--- src/rtl/divider.sv ---
// divider: sequential radix-2 restoring divider for the MIPS ALU.
// Divides a 2*WIDTH-bit dividend by a WIDTH-bit divisor, signed or unsigned,
// producing a WIDTH-bit quotient and remainder that truncate toward zero.
//
// Ports:
//   clk        rising-edge clock
//   rst_n      asynchronous active-low reset
//   start      request, sampled only while idle
//   signed_op  1 = two's-complement divide, 0 = unsigned
//   A          2*WIDTH-bit dividend
//   B          WIDTH-bit divisor
//   Quotient   WIDTH-bit quotient (low bits of the full quotient)
//   Remainder  WIDTH-bit remainder, sign follows the dividend
//   busy       high from the accept edge until the result edge
//   done       one-cycle pulse when results are valid
//   overflow   quotient not representable in WIDTH bits
//   div_zero   divisor was zero
//
// state | meaning
// ------+--------------------------------------------------------------
// IDLE  | waiting for start; results and flags hold
// CALC  | 2*WIDTH shift/subtract iterations on the magnitudes
// FIX   | apply signs, evaluate overflow, register results, pulse done
module divider #(
    parameter int WIDTH = 16
) (
    input  logic                 clk,
    input  logic                 rst_n,
    input  logic                 start,
    input  logic                 signed_op,
    input  logic [2*WIDTH-1:0]   A,
    input  logic [WIDTH-1:0]     B,
    output logic [WIDTH-1:0]     Quotient,
    output logic [WIDTH-1:0]     Remainder,
    output logic                 busy,
    output logic                 done,
    output logic                 overflow,
    output logic                 div_zero
);

    localparam int DW = 2 * WIDTH;
    localparam int CW = $clog2(DW);
    localparam logic [DW-1:0] Q_HALF = {{(DW-1){1'b0}}, 1'b1} << (WIDTH - 1);

    typedef enum logic [1:0] {
        IDLE,
        CALC,
        FIX
    } state_t;

    state_t state, state_nxt;

    logic [CW-1:0]    cnt;
    // Holds |A| on entry to CALC; dividend bits shift out of the top while
    // quotient bits shift in at the bottom. On the div-zero path it holds raw A.
    logic [DW-1:0]    dvd;
    logic [WIDTH-1:0] rem;
    logic [WIDTH-1:0] bmag;
    logic             sgn;
    logic             sign_a;
    logic             sign_b;
    logic             dz;

    logic [WIDTH:0]   trial;
    logic [WIDTH:0]   diff;
    logic             ge;
    logic [WIDTH-1:0] rem_nxt;
    logic             q_neg;
    logic             r_neg;
    logic [WIDTH-1:0] q_fix;
    logic [WIDTH-1:0] r_fix;
    logic             ovf;
    logic             b_zero;
    logic [DW-1:0]    a_mag;
    logic [WIDTH-1:0] b_mag_in;

    // Partial remainder is always < |B|, so the shifted trial value needs
    // WIDTH+1 bits; the difference's MSB is the borrow (trial < |B|).
    always_comb begin
        trial   = {rem, dvd[DW-1]};
        diff    = trial - {1'b0, bmag};
        ge      = ~diff[WIDTH];
        rem_nxt = ge ? diff[WIDTH-1:0] : trial[WIDTH-1:0];
    end

    always_comb begin
        b_zero   = (B == '0);
        a_mag    = (signed_op && A[DW-1]) ? -A : A;
        b_mag_in = (signed_op && B[WIDTH-1]) ? -B : B;
    end

    // Low bits of a negated 2W-bit value equal the negation of its low bits.
    always_comb begin
        q_neg = sgn & (sign_a ^ sign_b);
        r_neg = sgn & sign_a;
        q_fix = q_neg ? -dvd[WIDTH-1:0] : dvd[WIDTH-1:0];
        r_fix = r_neg ? -rem : rem;
        if (sgn) begin
            ovf = q_neg ? (dvd > Q_HALF) : (dvd >= Q_HALF);
        end else begin
            ovf = |dvd[DW-1:WIDTH];
        end
    end

    always_ff @(posedge clk or negedge rst_n) begin
        if (!rst_n) begin
            state <= IDLE;
        end else begin
            state <= state_nxt;
        end
    end

    always_comb begin
        state_nxt = state;
        case (state)
            IDLE: begin
                if (start) begin
                    state_nxt = b_zero ? FIX : CALC;
                end
            end
            CALC: begin
                if (cnt == '0) begin
                    state_nxt = FIX;
                end
            end
            FIX: begin
                state_nxt = IDLE;
            end
            default: begin
                state_nxt = IDLE;
            end
        endcase
    end

    always_ff @(posedge clk or negedge rst_n) begin
        if (!rst_n) begin
            cnt       <= '0;
            dvd       <= '0;
            rem       <= '0;
            bmag      <= '0;
            sgn       <= 1'b0;
            sign_a    <= 1'b0;
            sign_b    <= 1'b0;
            dz        <= 1'b0;
            Quotient  <= '0;
            Remainder <= '0;
            busy      <= 1'b0;
            done      <= 1'b0;
            overflow  <= 1'b0;
            div_zero  <= 1'b0;
        end else begin
            done <= 1'b0;
            case (state)
                IDLE: begin
                    if (start) begin
                        busy     <= 1'b1;
                        overflow <= 1'b0;
                        div_zero <= 1'b0;
                        sgn      <= signed_op;
                        sign_a   <= signed_op & A[DW-1];
                        sign_b   <= signed_op & B[WIDTH-1];
                        bmag     <= b_mag_in;
                        dvd      <= b_zero ? A : a_mag;
                        rem      <= '0;
                        dz       <= b_zero;
                        cnt      <= CW'(DW - 1);
                    end
                end
                CALC: begin
                    rem <= rem_nxt;
                    dvd <= {dvd[DW-2:0], ge};
                    if (cnt != '0) begin
                        cnt <= cnt - 1'b1;
                    end
                end
                FIX: begin
                    busy <= 1'b0;
                    done <= 1'b1;
                    if (dz) begin
                        Quotient  <= '1;
                        Remainder <= dvd[WIDTH-1:0];
                        div_zero  <= 1'b1;
                        overflow  <= 1'b0;
                    end else begin
                        Quotient  <= q_fix;
                        Remainder <= r_fix;
                        overflow  <= ovf;
                    end
                end
                default: begin
                    busy <= 1'b0;
                end
            endcase
        end
    end

endmodule

--- config.mk ---
export PLATFORM = sky130hd
export DESIGN_NAME = divider
export DESIGN_NICKNAME = d
export VERILOG_FILES = /design/src/rtl/divider.sv
export SDC_FILE = /design/constraint.sdc
export NUM_CORES = 1
export LEC_CHECK = 0
export BUFFER_PORTS_ARGS = -buffer_cell sky130_fd_sc_hd__buf_4
export CAP_MARGIN = 20
export CORE_MARGIN = 2
export CORE_UTILIZATION = 40
export DETAILED_ROUTE_END_ITERATION = 10
export GPL_ROUTABILITY_DRIVEN = 0
export HOLD_SLACK_MARGIN = 0.05
export PLACE_DENSITY = 0.66
export SLEW_MARGIN = 40
export SYNTH_ARGS = -nofsm -noshare
export SYNTH_HDL_FRONTEND = slang
export SYNTH_SLANG_ARGS = --single-unit
--- constraint.sdc ---
create_clock -name clk -period 2.94 [get_ports clk]
set_input_delay 0.441 -clock clk [delete_from_list [all_inputs] [get_ports clk]]
set_output_delay 0.441 -clock clk [all_outputs]
set_load 0.05 [all_outputs]
## Yosys cells after proc, flatten, opt, wreduce, memory -nomap -nowiden

Index checks and enable logic that the tools add are counted.

| cells by class | value |
|---|---|
| divide/modulo/power cells | 0 |
| reduce and logical (&&, ||, !) cells | 16 |
| mux-type cells | 29 |
| shift operators | 0 |
| multipliers | 0 |
| order comparisons | 2 |
| bitwise operators | 7 |
| $add $sub $neg | 6 |
| equal/unequal tests | 6 |

Operator list:

| cell | number |
|---|---|
| two-way mux 16 bit | 7 |
| two-way mux 32 bit | 3 |
| one-hot mux 32 bit (2 select lines) | 1 |
| negation 16 bit | 3 |
| greater-or-equal comparator 32 x 16 -> 1 bit (second input constant) | 1 |
| greater-than comparator 32 x 16 -> 1 bit (second input constant) | 1 |
| negation 32 bit | 1 |
| one-hot mux 16 bit (2 select lines) | 1 |
| subtractor 17 x 16 -> 17 bit | 1 |
| logical NOT 16 bit | 1 |
| OR reduction 16 bit | 1 |
| two-way mux 5 bit | 2 |
| one-hot mux 5 bit (2 select lines) | 1 |
| AND reduction 2 bit | 5 |
| inequality test 2 bit (second input constant) | 4 |
| two-way mux 1 bit | 7 |
| two-way mux 2 bit | 3 |
| one-hot mux 1 bit (2 select lines) | 3 |
| AND reduction 3 bit | 2 |
| logical NOT 5 bit | 1 |
| nonzero test 5 bit | 1 |
| subtractor 5 x 1 -> 5 bit (second input constant) | 1 |
| bitwise AND 1 bit | 4 |
| one-hot mux 2 bit (2 select lines) | 1 |
| 7 further kinds | 10 |

| storage, ports and cells | value |
|---|---|
| bits in registers | 111 |
| memory bits (writable) | 0 |
| bits of input ports | 52 |
| memories kept | 0 |
| word-level logic and storage cells | 81 |
| output and inout port bits | 36 |
| bits in read-only memories | 0 |
| latch bits | 0 |

## Depth between registers and ports, before layout

| logic depth | value |
|---|---|
| depth in word-level cells | 6 |
| mapped depth | 10 |
| gate-level depth less buffers | 9 |

## Worst setup path before layout

Ideal clock, no wire load.

| path | value |
|---|---|
| path type | reg2reg |
| from | reg dvd[31] |
| to | reg rem[3] |
| cell stages (with the launch flop) | 11 |
| arrival | 2411 ps |
| required time | 2824 ps |
| setup slack | 413 ps |
| clock period less this slack | 2527 ps |
| path through | dfrtp_1 inv_1 ha_1 fa_1 nor2b_1 o2111ai_1 a21oi_1 o41a_1 clkbuf_1 nand4_1 o311ai_0 |

| between the ends | value |
|---|---|
| cells in the longest elaborated chain, start to end | 3 |

RTL lines:

| what | line | RTL |
|---|---|---|
| start, declared | 56 | `logic [DW-1:0] dvd;` |
| start signal, assigned | 163 | `dvd <= b_zero ? A : a_mag;` |
| start signal, assigned | 171 | `dvd <= {dvd[DW-2:0], ge};` |
| subtractor 17 x 16 -> 17 bit | 81 | `diff = trial - {1'b0, bmag};` |
| two-way mux 16 bit | 83 | `rem_nxt = ge ? diff[WIDTH-1:0] : trial[WIDTH-1:0];` |
| one-hot mux 16 bit (2 select lines) | 153 | `case (state)` |
| end signal, assigned | 170 | `rem <= rem_nxt;` |
| end, declared | 57 | `logic [WIDTH-1:0] rem;` |

No other way between the ends.
A chain may end at the register's enable or synchronous reset.

## Worst setup path in the final report

Same ends and word-level chain as after synthesis.

==> impl_metrics.tcl <==
set metrics [dict create \
    drv.max_cap_violation_count 0 \
    path_delay_family "compound AO/OA/AOI/OAI gates" \
    dieHeight_um 137 \
    slowest_cell_on_the_critical_path "sky130_fd_sc_hd__dfrtp_1" \
    grt_util_all_layers_pct 21.0 \
    wire_length_of_the_first_global_routing_pass_um 30900 \
    crit_arrival_ns 2.95 \
    cts_buffer_count 9 \
    grt_setup_unrepaired "false" \
    routed_wl_um 19000 \
    timing.final.crit_period_ns 2.70 \
    synth-edff-count 0 \
    worst_pin_slew_ns 0.720 \
    detailed_place.area_um2 8130 \
    cts_num_sinks 111 \
    firstDrtPassIters 5 \
    vias_per_cell 5.63 \
    cpPeakStageDelay_ns 0.41 \
    layout.nets 1000 \
    netlist_top_cells_area "sky130_fd_sc_hd__dfrtp_1, sky130_fd_sc_hd__a21oi_1, sky130_fd_sc_hd__o21ai_0, sky130_fd_sc_hd__xor2_1, sky130_fd_sc_hd__xnor2_1" \
    drt_iter0_markers 410 \
    critical_path.cell_chain "inv_1 > ha_1 > fa_1 > nor2b_1 > o2111ai_1 > a21oi_2 > o211a_1 > nor2_1 > buf_4 > o311ai_0" \
    port_buffers 87 \
    power_frac_comb_pct 59.6 \
    fin_total_pwr_mw 10.6 \
    clock-root-buffer "sky130_fd_sc_hd__clkbuf_16" \
    finalHoldViolCount 0 \
    switching_power_mw 5.20 \
    start_util_pct 41.0 \
    num_vias 6507 \
    clockBufferDepth 2 \
    syn_avg_cell_area_um2 8.50 \
    setup.worst_path.end_class "register" \
    site_rows 48 \
    grt_overflow 0 \
    status "finished, final reports clean" \
    synth_async_sr_flop_share_pct 100 \
    crit_path_max_fanout 6 \
    power_leakage_nw 3.66 \
    critical_path_source_type "register" \
    synthCells 837 \
    synth_warnings 0 \
    synthDominantCellAreaShare_pct 39.0 \
    p_int_mw 5.38 \
    yosysSeqAreaShare_pct 39.0 \
    pwr-share-clk_pct 11.9 \
    cts-htree-levels 3 \
    number_of_inserted_diodes 0 \
    clk_pin_slew_ns 0.07 \
    syn_to_final_growth_pct 18.7 \
    route.detailed.drc 0 \
    power.sequential.fraction_pct 28.5 \
    setup-violations-final 0 \
    postSynthRegisterBits 111 \
    worstSkewPairLatency_ns 0.36 \
    yosys.cell_count.top_type "sky130_fd_sc_hd__dfrtp_1" \
    io_pins 88 \
    post_route_cells_drive_above_1_share_pct 15.5 \
    grt_antenna_before_repair 0 \
    crit_buf_inv 2 \
    drt.antenna.violating_nets 0 \
    netlist_top_cells_count "sky130_fd_sc_hd__dfrtp_1, sky130_fd_sc_hd__a21oi_1, sky130_fd_sc_hd__o21ai_0" \
    half_perimeter_wire_length_after_placement_um 14400 \
    yosys_most_used_dff "sky130_fd_sc_hd__dfrtp_1" \
    switching_share_of_total_power_pct 49.1 \
    synth_cell_types 65 \
    synthesis.area_um2 7120 \
    fin_tns_setup_ns 0 \
    floorplan.core_area_um2 17400 \
    max-slew-margin-rel_pct 51.9 \
    f_max_mhz 370 \
    cts_hold_buffers 0 \
    synth_top_cell_by_area "sky130_fd_sc_hd__dfrtp_1" \
    pwr_density_cell_nw_per_um2 1250 \
    drt-wirelength-per-cell_um 16.4 \
    design_area_um2 8450 \
    die_area_um2 18900 \
    criticalPathCategory "reg2reg" \
    grt_max_degree 46 \
    vdd.ir_drop.worst_v 0.000576 \
    grt_pass1_vias 5978 \
    critPathRequiredTime_ns 3.19 \
    hp-class "in2async" \
    utilization_pct 48.7 \
    cts_tree "done" \
    slew_viol_final 0 \
    post-route-period-util_pct 91.8 \
    dieWidth_um 137 \
    layout_skew_ns 0.0104 \
    synthesis.nets 912 \
]
layout make-up:
cell class,instances,area [µm²]
sequential,111,2780
multi-input combinational,641,4010
timing repair buffer,122,928
inverter,40,150
tap,225,282
clock buffer,12,246
fill,1689,8910
clock inverter,4,52.6
worst paths after layout:
check	start	endpoint	slack, ns	cells after the start
max	dvd[31]	rem[3]	0.24	10
min	rst_n	bmag[14]	0.09	1
max reg2reg	dvd[31]	rem[3]	0.24	10
min reg2reg	bmag[11]	bmag[11]	0.48	2
max in group asynchronous	rst_n	dvd[23]	2.09	2
min in group clk	B[15]	bmag[15]	0.35	3
per-layer routing:
metal  track usage, %  up-vias  routed length [µm]
li1                 -     3195                   -
met1             29.9     3091                8920
met2             32.3      201                8550
met3             3.79       20                1120
met4             7.04        0                 363
met5                0        -                   0
state kept, by name, indices dropped and copies added, names as in the netlist:
register and count:
sign_a 1, state 2, sign_b 1, Remainder 16, rem 16, cnt 5, dvd 32, div_zero 1
done 1, sgn 1, overflow 1, busy 1, dz 1, bmag 16, Quotient 16
what timing repair did:
action | 4_1_cts | 5_1_grt
gates resized for setup | 0 | 2
endpoints found under the hold margin | 0 | 0
buffers inserted | 0 | 1
endpoints found under the setup margin | 0 | 15
cells by family (layout without fill, tap and decap cells):
| family | Yosys count | after routing | share of synthesized area, % |
|---|---|---|---|
| DFF | 111 | 111 | 39.0 |
| and+or+nand+nor | 258 | 258 | 18.4 |
| muxes | 9 | 9 | 1.27 |
| adders and majority gates | 23 | 23 | 4.15 |
| buffers and inverters | 85 | 178 | 4.80 |
| AOI/OAI and AO/OA | 273 | 273 | 22.8 |
| xor gates and xnor gates | 78 | 78 | 9.60 |
placed cells by master (no fill, tap or decap), types with 3 or more instances in the layout:
cell type and instances:
sky130_fd_sc_hd__a21o_1 6, sky130_fd_sc_hd__nor2_1 60, sky130_fd_sc_hd__a41oi_1 5, sky130_fd_sc_hd__or4_1 10
sky130_fd_sc_hd__nand2b_1 9, sky130_fd_sc_hd__mux2i_1 9, sky130_fd_sc_hd__nor4_1 8, sky130_fd_sc_hd__o41ai_1 4
sky130_fd_sc_hd__nand3_1 7, sky130_fd_sc_hd__o22ai_1 3, sky130_fd_sc_hd__xnor2_1 37, sky130_fd_sc_hd__buf_4 121
sky130_fd_sc_hd__or3_1 30, sky130_fd_sc_hd__a31oi_1 13, sky130_fd_sc_hd__o31ai_1 14, sky130_fd_sc_hd__and2_1 4
sky130_fd_sc_hd__o21ai_1 5, sky130_fd_sc_hd__nand4b_1 3, sky130_fd_sc_hd__o22a_1 3, sky130_fd_sc_hd__o21ai_0 85
sky130_fd_sc_hd__a22oi_1 4, sky130_fd_sc_hd__clkbuf_16 9, sky130_fd_sc_hd__nor2b_1 7, sky130_fd_sc_hd__inv_1 40
sky130_fd_sc_hd__o211ai_1 5, sky130_fd_sc_hd__o311ai_1 5, sky130_fd_sc_hd__ha_1 22, sky130_fd_sc_hd__nand4_1 13
sky130_fd_sc_hd__and3_1 6, sky130_fd_sc_hd__a21oi_1 95, sky130_fd_sc_hd__nand2_1 71, sky130_fd_sc_hd__nor3_1 18
sky130_fd_sc_hd__xor2_1 41, sky130_fd_sc_hd__dfrtp_1 111
power by group through the flow:
stage                     clock network (mW)  registers, mW  logic, mW
after floorplan                            0           3.58       3.73
after global placement                     0           3.02       6.15
after detailed placement                   0           3.04       6.24
after CTS                               1.29           3.01       6.27
after global routing                    1.34           3.10       7.01
final                                   1.25           3.02       6.31
stage by stage:
| stage | std cells | hold slack, ns | worst slack, ns |
|---|---|---|---|
| after floorplan | 837 | 0.145 | 0.413 |
| after global placement | 1138 | 0.463 | 0.240 |
| after detailed placement | 1138 | 0.471 | 0.0869 |
| after CTS | 1154 | 0.103 | 0.0643 |
| after global routing | 1155 | 0.134 | 0.0202 |
| final | 1155 | 0.0857 | 0.241 |
No activity file was read; power rests on OpenSTA's default activity.
